`src/rtl/dsp_file_store.sv`:
```
// dsp_file_store: multi-file circular word store for the DSP equation engines.
// It holds NUM_FILES independent FIFOs ("files") of DEPTH words each.
//
// Engine port: file_num/file_read/file_write/file_write_data request a single
// read or write. The store answers with a two-cycle file_active window, and a
// read returns its word on file_read_data.
//
// Host port: host_sel/host_push/host_pop/host_wdata request one op. The op is
// acknowledged with host_ack, and a pop returns its word on host_rdata.
// host_count is the combinational word count of file host_sel.
//
// error_status holds sticky flags: {protocol, bad file, underflow, overflow}.
// error_clear zeros them.
module dsp_file_store #(
  parameter int unsigned dw        = 32,
  parameter int unsigned NUM_FILES = 4,
  parameter int unsigned DEPTH     = 16,
  parameter int unsigned CW        = $clog2(DEPTH) + 1
) (
  input  logic          wb_clk,
  input  logic          wb_rst,
  input  logic [7:0]    file_num,
  input  logic          file_write,
  input  logic          file_read,
  input  logic [dw-1:0] file_write_data,
  output logic [dw-1:0] file_read_data,
  output logic          file_active,
  input  logic [7:0]    host_sel,
  input  logic          host_push,
  input  logic          host_pop,
  input  logic [dw-1:0] host_wdata,
  output logic [dw-1:0] host_rdata,
  output logic          host_ack,
  output logic [CW-1:0] host_count,
  input  logic          error_clear,
  output logic [3:0]    error_status
);

  localparam int unsigned AW        = $clog2(DEPTH);
  localparam int unsigned FW        = (NUM_FILES > 1) ? $clog2(NUM_FILES) : 1;
  localparam int unsigned MW        = FW + AW;
  localparam int unsigned MEM_WORDS = NUM_FILES * DEPTH;
  localparam logic [CW-1:0] FULL    = CW'(DEPTH);

  typedef enum logic [1:0] {IDLE, ACCESS, DONE} state_e;

  state_e        state_q, state_d;
  logic [7:0]    req_file_q, req_file_d;
  logic          req_write_q, req_write_d;
  logic [dw-1:0] req_wdata_q, req_wdata_d;
  logic          file_active_q, file_active_d;
  logic [dw-1:0] file_rdata_q, file_rdata_d;
  logic [dw-1:0] host_rdata_q, host_rdata_d;
  logic          host_ack_q, host_ack_d;
  logic [3:0]    error_q, error_d;

  logic [AW-1:0] wr_ptr_q [NUM_FILES];
  logic [AW-1:0] wr_ptr_d [NUM_FILES];
  logic [AW-1:0] rd_ptr_q [NUM_FILES];
  logic [AW-1:0] rd_ptr_d [NUM_FILES];
  logic [CW-1:0] count_q  [NUM_FILES];
  logic [CW-1:0] count_d  [NUM_FILES];

  logic [dw-1:0] mem_q [MEM_WORDS];
  logic          mem_we;
  logic [MW-1:0] mem_waddr;
  logic [dw-1:0] mem_wdata;

  logic          eng_req, eng_commit, host_accept;
  logic          op_valid, op_write, op_file_ok;
  logic [7:0]    op_file;
  logic [FW-1:0] op_idx;
  logic [dw-1:0] op_wdata, op_rword, rd_word;
  logic [3:0]    err_set;

  // Select the single op that commits this cycle. An engine commit (ACCESS)
  // and a host op (IDLE only) can never coincide.
  always_comb begin
    eng_req     = file_read | file_write;
    eng_commit  = (state_q == ACCESS);
    host_accept = (state_q == IDLE) && !eng_req && (host_push ^ host_pop);
    op_valid    = eng_commit | host_accept;
    op_write    = eng_commit ? req_write_q : host_push;
    op_file     = eng_commit ? req_file_q  : host_sel;
    op_wdata    = eng_commit ? req_wdata_q : host_wdata;
    op_file_ok  = ({1'b0, op_file} < 9'(NUM_FILES));
    op_idx      = FW'(op_file);
    op_rword    = mem_q[{op_idx, rd_ptr_q[op_idx]}];
  end

  // Engine FSM, FIFO bookkeeping and error flags.
  always_comb begin
    state_d      = state_q;
    req_file_d   = req_file_q;
    req_write_d  = req_write_q;
    req_wdata_d  = req_wdata_q;
    file_rdata_d = file_rdata_q;
    host_rdata_d = host_rdata_q;
    host_ack_d   = host_accept;
    wr_ptr_d     = wr_ptr_q;
    rd_ptr_d     = rd_ptr_q;
    count_d      = count_q;
    err_set      = '0;
    rd_word      = '0;
    mem_we       = 1'b0;
    mem_waddr    = {op_idx, wr_ptr_q[op_idx]};
    mem_wdata    = op_wdata;

    unique case (state_q)
      IDLE: begin
        if (file_read ^ file_write) begin
          state_d     = ACCESS;
          req_file_d  = file_num;
          req_write_d = file_write;
          req_wdata_d = file_write_data;
        end else if (file_read && file_write) begin
          err_set[3] = 1'b1;
        end
      end
      ACCESS: begin
        state_d = DONE;
        if (eng_req) err_set[3] = 1'b1;
      end
      DONE: begin
        state_d = IDLE;
        if (eng_req) err_set[3] = 1'b1;
      end
      default: state_d = IDLE;
    endcase

    if (host_push && host_pop) err_set[3] = 1'b1;

    if (op_valid) begin
      if (!op_file_ok) begin
        err_set[2] = 1'b1;
      end else if (op_write) begin
        if (count_q[op_idx] == FULL) begin
          err_set[0] = 1'b1;
        end else begin
          mem_we           = !wb_rst;
          wr_ptr_d[op_idx] = wr_ptr_q[op_idx] + AW'(1);
          count_d[op_idx]  = count_q[op_idx] + CW'(1);
        end
      end else begin
        if (count_q[op_idx] == '0) begin
          err_set[1] = 1'b1;
        end else begin
          rd_word          = op_rword;
          rd_ptr_d[op_idx] = rd_ptr_q[op_idx] + AW'(1);
          count_d[op_idx]  = count_q[op_idx] - CW'(1);
        end
      end
      // Reads return their word (or 0 on failure) to the requesting side.
      if (!op_write) begin
        if (eng_commit) file_rdata_d = rd_word;
        else            host_rdata_d = rd_word;
      end
    end

    file_active_d = (state_d != IDLE);
    // A new error in the same cycle as a clear still sets its bit.
    error_d = (error_clear ? 4'b0000 : error_q) | err_set;
  end

  always_comb begin
    host_count = '0;
    if ({1'b0, host_sel} < 9'(NUM_FILES)) host_count = count_q[FW'(host_sel)];
  end

  always_ff @(posedge wb_clk) begin
    if (wb_rst) begin
      state_q       <= IDLE;
      req_file_q    <= '0;
      req_write_q   <= 1'b0;
      req_wdata_q   <= '0;
      file_active_q <= 1'b0;
      file_rdata_q  <= '0;
      host_rdata_q  <= '0;
      host_ack_q    <= 1'b0;
      error_q       <= '0;
      for (int i = 0; i < int'(NUM_FILES); i++) begin
        wr_ptr_q[i] <= '0;
        rd_ptr_q[i] <= '0;
        count_q[i]  <= '0;
      end
    end else begin
      state_q       <= state_d;
      req_file_q    <= req_file_d;
      req_write_q   <= req_write_d;
      req_wdata_q   <= req_wdata_d;
      file_active_q <= file_active_d;
      file_rdata_q  <= file_rdata_d;
      host_rdata_q  <= host_rdata_d;
      host_ack_q    <= host_ack_d;
      error_q       <= error_d;
      wr_ptr_q      <= wr_ptr_d;
      rd_ptr_q      <= rd_ptr_d;
      count_q       <= count_d;
    end
  end

  // Word storage; contents survive reset.
  always_ff @(posedge wb_clk) begin
    if (mem_we) mem_q[mem_waddr] <= mem_wdata;
  end

  assign file_read_data = file_rdata_q;
  assign file_active    = file_active_q;
  assign host_rdata     = host_rdata_q;
  assign host_ack       = host_ack_q;
  assign error_status   = error_q;

endmodule

```
`config.mk`:
```
export PLATFORM = sky130hd
export DESIGN_NAME = dsp_file_store
export DESIGN_NICKNAME = d
export VERILOG_FILES = /design/src/rtl/dsp_file_store.sv
export SDC_FILE = /design/constraint.sdc
export NUM_CORES = 2
export LEC_CHECK = 0
export CAP_MARGIN = 25
export CORE_ASPECT_RATIO = 0.75
export CORE_MARGIN = 1
export CORE_UTILIZATION = 56
export DETAILED_ROUTE_END_ITERATION = 16
export PLACE_DENSITY_LB_ADDON = 0.3
export SLEW_MARGIN = 20
export SYNTH_ARGS = -nofsm -noshare
export SYNTH_HDL_FRONTEND = slang
export SYNTH_SLANG_ARGS = --single-unit
```
`constraint.sdc`:
```
create_clock -name wb_clk -period 7.1 [get_ports wb_clk]
set_input_delay 1.42 -clock wb_clk [delete_from_list [all_inputs] [get_ports wb_clk]]
set_output_delay 1.42 -clock wb_clk [all_outputs]
set_load 0.005 [all_outputs]
```
### Yosys cells after proc, flatten, opt, wreduce, memory -nomap -nowiden

Memory sizes are Yosys's and may differ from the RTL's.
Cells that the tools add are included.

| word-level totals | value |
|---|---|
| register bits after elaboration | 165 |
| memory bits (writable) | 2,048 |
| input bits | 87 |
| output and inout port bits | 75 |
| logic and storage cells | 114 |
| memories kept | 1 |

Memory list:

| memory | words | width | rd ports | clocked after Yosys merged registers in | write ports | RTL line | text |
|---|---|---|---|---|---|---|---|
| mem_q | 64 | 32 | 1 | 0 | 1 | 64 | `logic [dw-1:0] mem_q [MEM_WORDS];` |

| cells by class | value |
|---|---|
| add/sub/neg operators | 4 |
| order comparisons | 5 |
| equal/unequal tests | 5 |
| multiplexer cells | 50 |
| bitwise operators | 11 |
| reductions and logical operators | 17 |

Operators with widths:

| cell | count |
|---|---|
| $mux 32 | 3 |
| $mux 20 | 3 |
| $bwmux 20 | 2 |
| $bwmux 16 | 2 |
| $mux 5 | 6 |
| $mux 4 | 6 |
| $bmux 5 s2 | 2 |
| $bmux 4 s2 | 2 |
| $lt 8x3->1 const B | 2 |
| $mux 1 | 16 |
| $reduce_and 4->1 | 3 |
| $demux 5 s2 | 1 |
| $add 4x1->4 const B | 2 |
| $demux 4 s2 | 1 |
| $mux 8 | 1 |
| $ge 3x3->1 const B | 2 |
| $not 2->3 | 2 |
| $reduce_and 3->1 | 2 |
| $add 5x1->5 const B | 1 |
| $eq 5x5->1 const B | 1 |
| $logic_and 1x1->1 | 5 |
| $logic_not 5->1 | 1 |
| $sub 5x1->5 const B | 1 |
| $mux 2 | 2 |
| 16 further kinds | 23 |

### Depth between registers and ports, before layout

| depth | value |
|---|---|
| word-level depth | 13 |
| depth in mapped cells | 15 |
| mapped depth without buffers | 13 |

### Worst setup path before layout

OpenSTA, ideal clock, no wires.

| path | value |
|---|---|
| path type | input port to flip-flop |
| start | input port host_sel[1] |
| end | memory mem_q[33][0] (enable) |
| setup time | 0.502 ns |
| arrival time | 6.712 ns |
| data required time | 6.598 ns |
| path slack | -0.113 ns |
| stages | 10 |
| path buffers | 2 |
| path through | buf_2 > mux2i_4 > clkbuf_1 > mux4_2 > inv_1 > ha_1 > nor3b_2 > a211oi_2 > nand2b_1 > nor4_1 |

| between the ends | value |
|---|---|
| longest elaborated chain between the ends | 12 |
| elaborated cells between the ends (all ways) | 16 |
| classes of those cells | order compare: 1; eq/ne: 1; mux: 13; bitwise: 1 |

RTL lines:

| what | RTL line | text |
|---|---|---|
| start: declaration | 28 | `input logic [7:0] host_sel,` |
| $mux 8 * | 84 | `op_file = eng_commit ? req_file_q : host_sel;` |
| $not 2->3 (not written as such) | 106, 137 |  |
| $bmux 5 s2 | 137 | `if (count_q[op_idx] == FULL) begin` |
| $mux 5 (not written as such) (2 in a row) | 137 |  |
| $eq 5x5->1 | 137 |  |
| $mux 1 | 137 |  |
| $mux 1 | 136 | `end else if (op_write) begin` |
| $mux 1 | 134 | `if (!op_file_ok) begin` |
| $mux 1 | 133 | `if (op_valid) begin` |
| $mux 1 | 204 | `if (mem_we) mem_q[mem_waddr] <= mem_wdata;` |
| $mux 1 (not written as such) | 204 |  |
| end: declaration | 64 |  |

Every way passes the cells marked *; elsewhere a longest branch is shown, timed or not. The select of a mux whose other input is x is not followed.

### Worst setup path in the final report

| path | value |
|---|---|
| start | register state_q[0] |
| end | register host_rdata_q[6] (netlist: host_rdata[6]) |

| between the ends | value |
|---|---|
| longest elaborated chain between the ends | 9 |
| elaborated cells between the ends (all ways) | 22 |
| classes of those cells | order compare: 1; eq/ne: 1; mux: 10; bitwise: 4; reduce/logical: 5; memory: 1 |

RTL lines:

| what | RTL line | text |
|---|---|---|
| start: declaration | 47 | `state_e state_q, state_d;` |
| start signal: assignment | 187 | `state_q <= state_d;` |
| $eq 2x1->1 | 80 | `eng_commit = (state_q == ACCESS);` |
| $mux 8 | 84 |  |
| $not 2->3 (not written as such) | 88, 145 |  |
| $bmux 4 s2 or $bmux 5 s2 (tied branches) | 88, 145 |  |
| $mux 4 (not written as such) or $mux 5 (tied branches) (2 in a row) | 88, 145 |  |
| $mem_v2 64x32 or $logic_not 5->1 (tied branches) | n/a |  |
| $mux 32 | 145 | `if (count_q[op_idx] == '0) begin` |
| $mux 32 | 134 |  |
| end signal: assignment | 193 | `host_rdata_q <= host_rdata_d;` |
| end: declaration | 53 | `logic [dw-1:0] host_rdata_q, host_rdata_d;` |

Parallel ways exist; a longest one is shown, timed or not. The select of a mux whose other input is x is not followed.
A chain may end at the register's enable or synchronous reset.

==> qor.yml <==
critical_path:
  arrival_ns: 6.51
  crit_type: "reg2reg"
  rr_worst_depth: 15
  cp_slowest_cell: "nor4_1"
  crit_family: "buffers and inverters"
  reg2reg_from: "state_q[0]"
  crit_top_cell: "buf_4"
  cp-start-kind: "register"
  slowest_delay_ns: 0.76
  cp.required_ns: 7.85
  cp_num_buf_inv: 6
  rrSetupSlack_ns: 1.34
  cp-end-kind: "register"
  path_cells: "ha_2, buf_4, mux2i_4, buf_4, mux2_8, inv_8, buf_4, buf_12, nand2_1, nand3_1, nand4_1, nor4_1, buf_4, nand4_1, o21ai_0"
  crit_fanout: 47
  r2r-end: "host_rdata[6]"
status:
  status: "complete, no violations"
route:
  remaining_drc_errors: 0
  via_count: 56700
  drtIter0Drc: 9095
  drt-total-wl_um: 258000
  vias_per_cell: 6.42
  routedWlPerCell_um: 29.2
  drt_first_pass_iters: 6
  ant_nets: 0
placed_design:
  dp_cells: 8483
  place_area_um2: 91500
  dp_hpwl_um: 154000
  gp_congestion: 0.910
  place.port_buffers: 161
power:
  power_w: 0.0259
  p_leak_nw: 32.5
  ir_worst_vdd_mv: 0.272
  power_density_nw_per_um2: 266
grt:
  antenna_found_initial: 2
  grt_usage_pct: 33.2
  grt_pass1_vias: 53700
  grt_overflow_total: 0
  grt_first_pass_wirelength_um: 369000
  grt_max_degree: 110
clock_tree:
  cts_root_buf: "clkbuf_16"
  clock_sinks: 2213
  cts_buffer_depth: 3
  cts_made_buffers: 189
  clock_latency_ns: 0.84
  cts-resized-gates: 0
  path_clk_slew_ns: 0.07
  hold_buffers: 0
  cts_setup_buffers: 0
  cts_tree: "done"
  cts_htree_levels: 4
final_layout:
  drive_above_1_share_pct: 10.6
  finalNetCount: 6774
  final_cell_mix: "2048 x edfxtp_1, 1716 x nand2_1, 772 x nand3_1"
  final_cell_area_um2: 97500
  stdcell_count: 8833
  syn_to_final_growth_pct: 14.4
  n_fill_cell: 10500
  layout_commonest_cell: "edfxtp_1"
logic_synthesis:
  synth_enable_flop_cells: 2048
  synth_cell_types: 61
  synth_ff_type: "edfxtp_1"
  synth_top_area_cell: "edfxtp_1"
  ys_seq_area_share_pct: 76.0
  synth_top_cell_area_share_pct: 72.1
  ys_async_sr_fraction_pct: 0
  synthTopCellsByArea: "edfxtp_1 72%, nand2_1 7.6%, nand3_1 4.5%"
  syn_avg_cell_area_um2: 13.4
  synth-seq-cells: 2213
  synth_fp_nets: 6477
  syn_area_um2: 85300
  postSynthCellCount: 6379
  yosys_warnings: 0
sta:
  period_needed_ns: 5.76
  worstMarginPinSlew_ns: 1.13
  hold_slack_ns: 0.454
  rsz0062_at_grt: "false"
  setup_viol_count_final: 0
  period_share_pct: 81.1
  slew_headroom_pct: 24.4
  slew_violations: 0
  hold_viol: 0
  finalSetupTns_ns: 0
  fin_worst_skew_ns: 0.0243
  clock.fmax_mhz: 174
floorplan:
  die_w_um: 453
  io_pins: 162
  rows: 123
  core_area_um2: 151000
  die-area_um2: 154000
  fp.dieH_um: 340
  initial_utilization_pct: 56.6
worst_hold_path:
  min_from: "req_wdata_q[0]"
  min_to: "req_wdata_q[0]"
  hold_depth: 2
  min_path_type: "reg2reg"
flow_run:
  drv_cap: 0
where the power goes:
group          leakage, nW  internal, W  switching [W]
Combinational         9.74     0.000234       0.000873
Sequential            19.8       0.0145      0.0000194
Clock                 2.95      0.00560        0.00466
flip-flops by register name (all words and copies together) (netlist names), 2 cells and up, named ones only:
name / cells
req_wdata_q: 32
count_q: 16
req_file_q: 8
file_read_data: 32
error_status: 4
rd_ptr_q: 16
state_q: 2
wr_ptr_q: 16
mem_q: 2048
host_rdata: 32
per-stage QoR:
| step | worst slack, ns | utilization (%) |
|---|---|---|
| 4_1_cts | 1.49 | 64.8 |
| 5_1_grt | 1.33 | 64.8 |
| 3_3_place_gp | 0.758 | 60.7 |
| 6_report | 1.34 | 64.8 |
| 2_1_floorplan | 0.775 | - |
| 3_5_place_dp | 0.674 | 60.8 |
how the worst max path moves through the flow:
stage,from,endpoint,slack (ns),depth (start not counted)
2_1_floorplan,host_sel[1],mem_q[8][0],0.78,10
3_3_place_gp,host_sel[0],host_rdata[6],0.76,13
3_5_place_dp,host_sel[0],host_rdata[6],0.67,14
4_1_cts,state_q[0],host_rdata[6],1.49,15
5_1_grt,state_q[0],host_rdata[6],1.33,15
6_report,state_q[0],host_rdata[6],1.34,15
cell families after synthesis:
family	share of synthesized area (%)
adders and majority gates	0.161
AOI/OAI and AO/OA	3.57
muxes	2.17
and+or+nand+nor	16.1
DFF	76.0
buffers and inverters	1.93
xor gates and xnor gates	0.0822
routing by layer:
metal  GRT usage, %  wire length [um]  vias up
li1               -                 -    24100
met5              0                27        -
met1           48.4             98200    27700
met4           13.6             11200        4
met2           47.7            111000     4311
met3           8.70             37000      622
cell type report:
cell class / instances / area (um2) / area share [%]
antenna: 1 / 2.50 / 0.00257
clock inverter: 97 / 811 / 0.831
timing repair buffer: 456 / 4690 / 4.81
clock buffer: 250 / 5220 / 5.35
multi-input combinational: 3801 / 19400 / 19.9
sequential: 2213 / 64800 / 66.4
inverter: 15 / 65.1 / 0.0667
tap: 2000 / 2500 / 2.57
synth_stat cells, types with 6 or more instances:
master and n:
a221oi_1 9, o211ai_1 8, a211oi_1 18, edfxtp_1 2048, buf_2 142, ha_1 11
a32oi_1 6, nand2b_1 13, xnor2_1 6, nand2_1 1716, mux2i_1 84, buf_4 11
a2bb2oi_1 17, a22oi_1 17, inv_1 14, mux2_2 34, dfxtp_1 165, clkbuf_1 164
or3_1 22, a21oi_1 132, o221ai_1 41, o2111ai_1 6, nor2b_1 14, o22ai_1 108
buf_1 26, nor2_1 315, nand3_1 772, nor3_1 65, mux4_2 23, buf_6 7
o21ai_1 10, nor4_1 49, nand4_1 160, a2111oi_0 15, o21ai_0 69
tightest hold or removal path, cell delays in order, from the launching register on:
cell and delay, ns:
dfxtp_1 0.31, nand2_1 0.05, a21oi_1 0.05
Power figures use the tool's default switching activity.
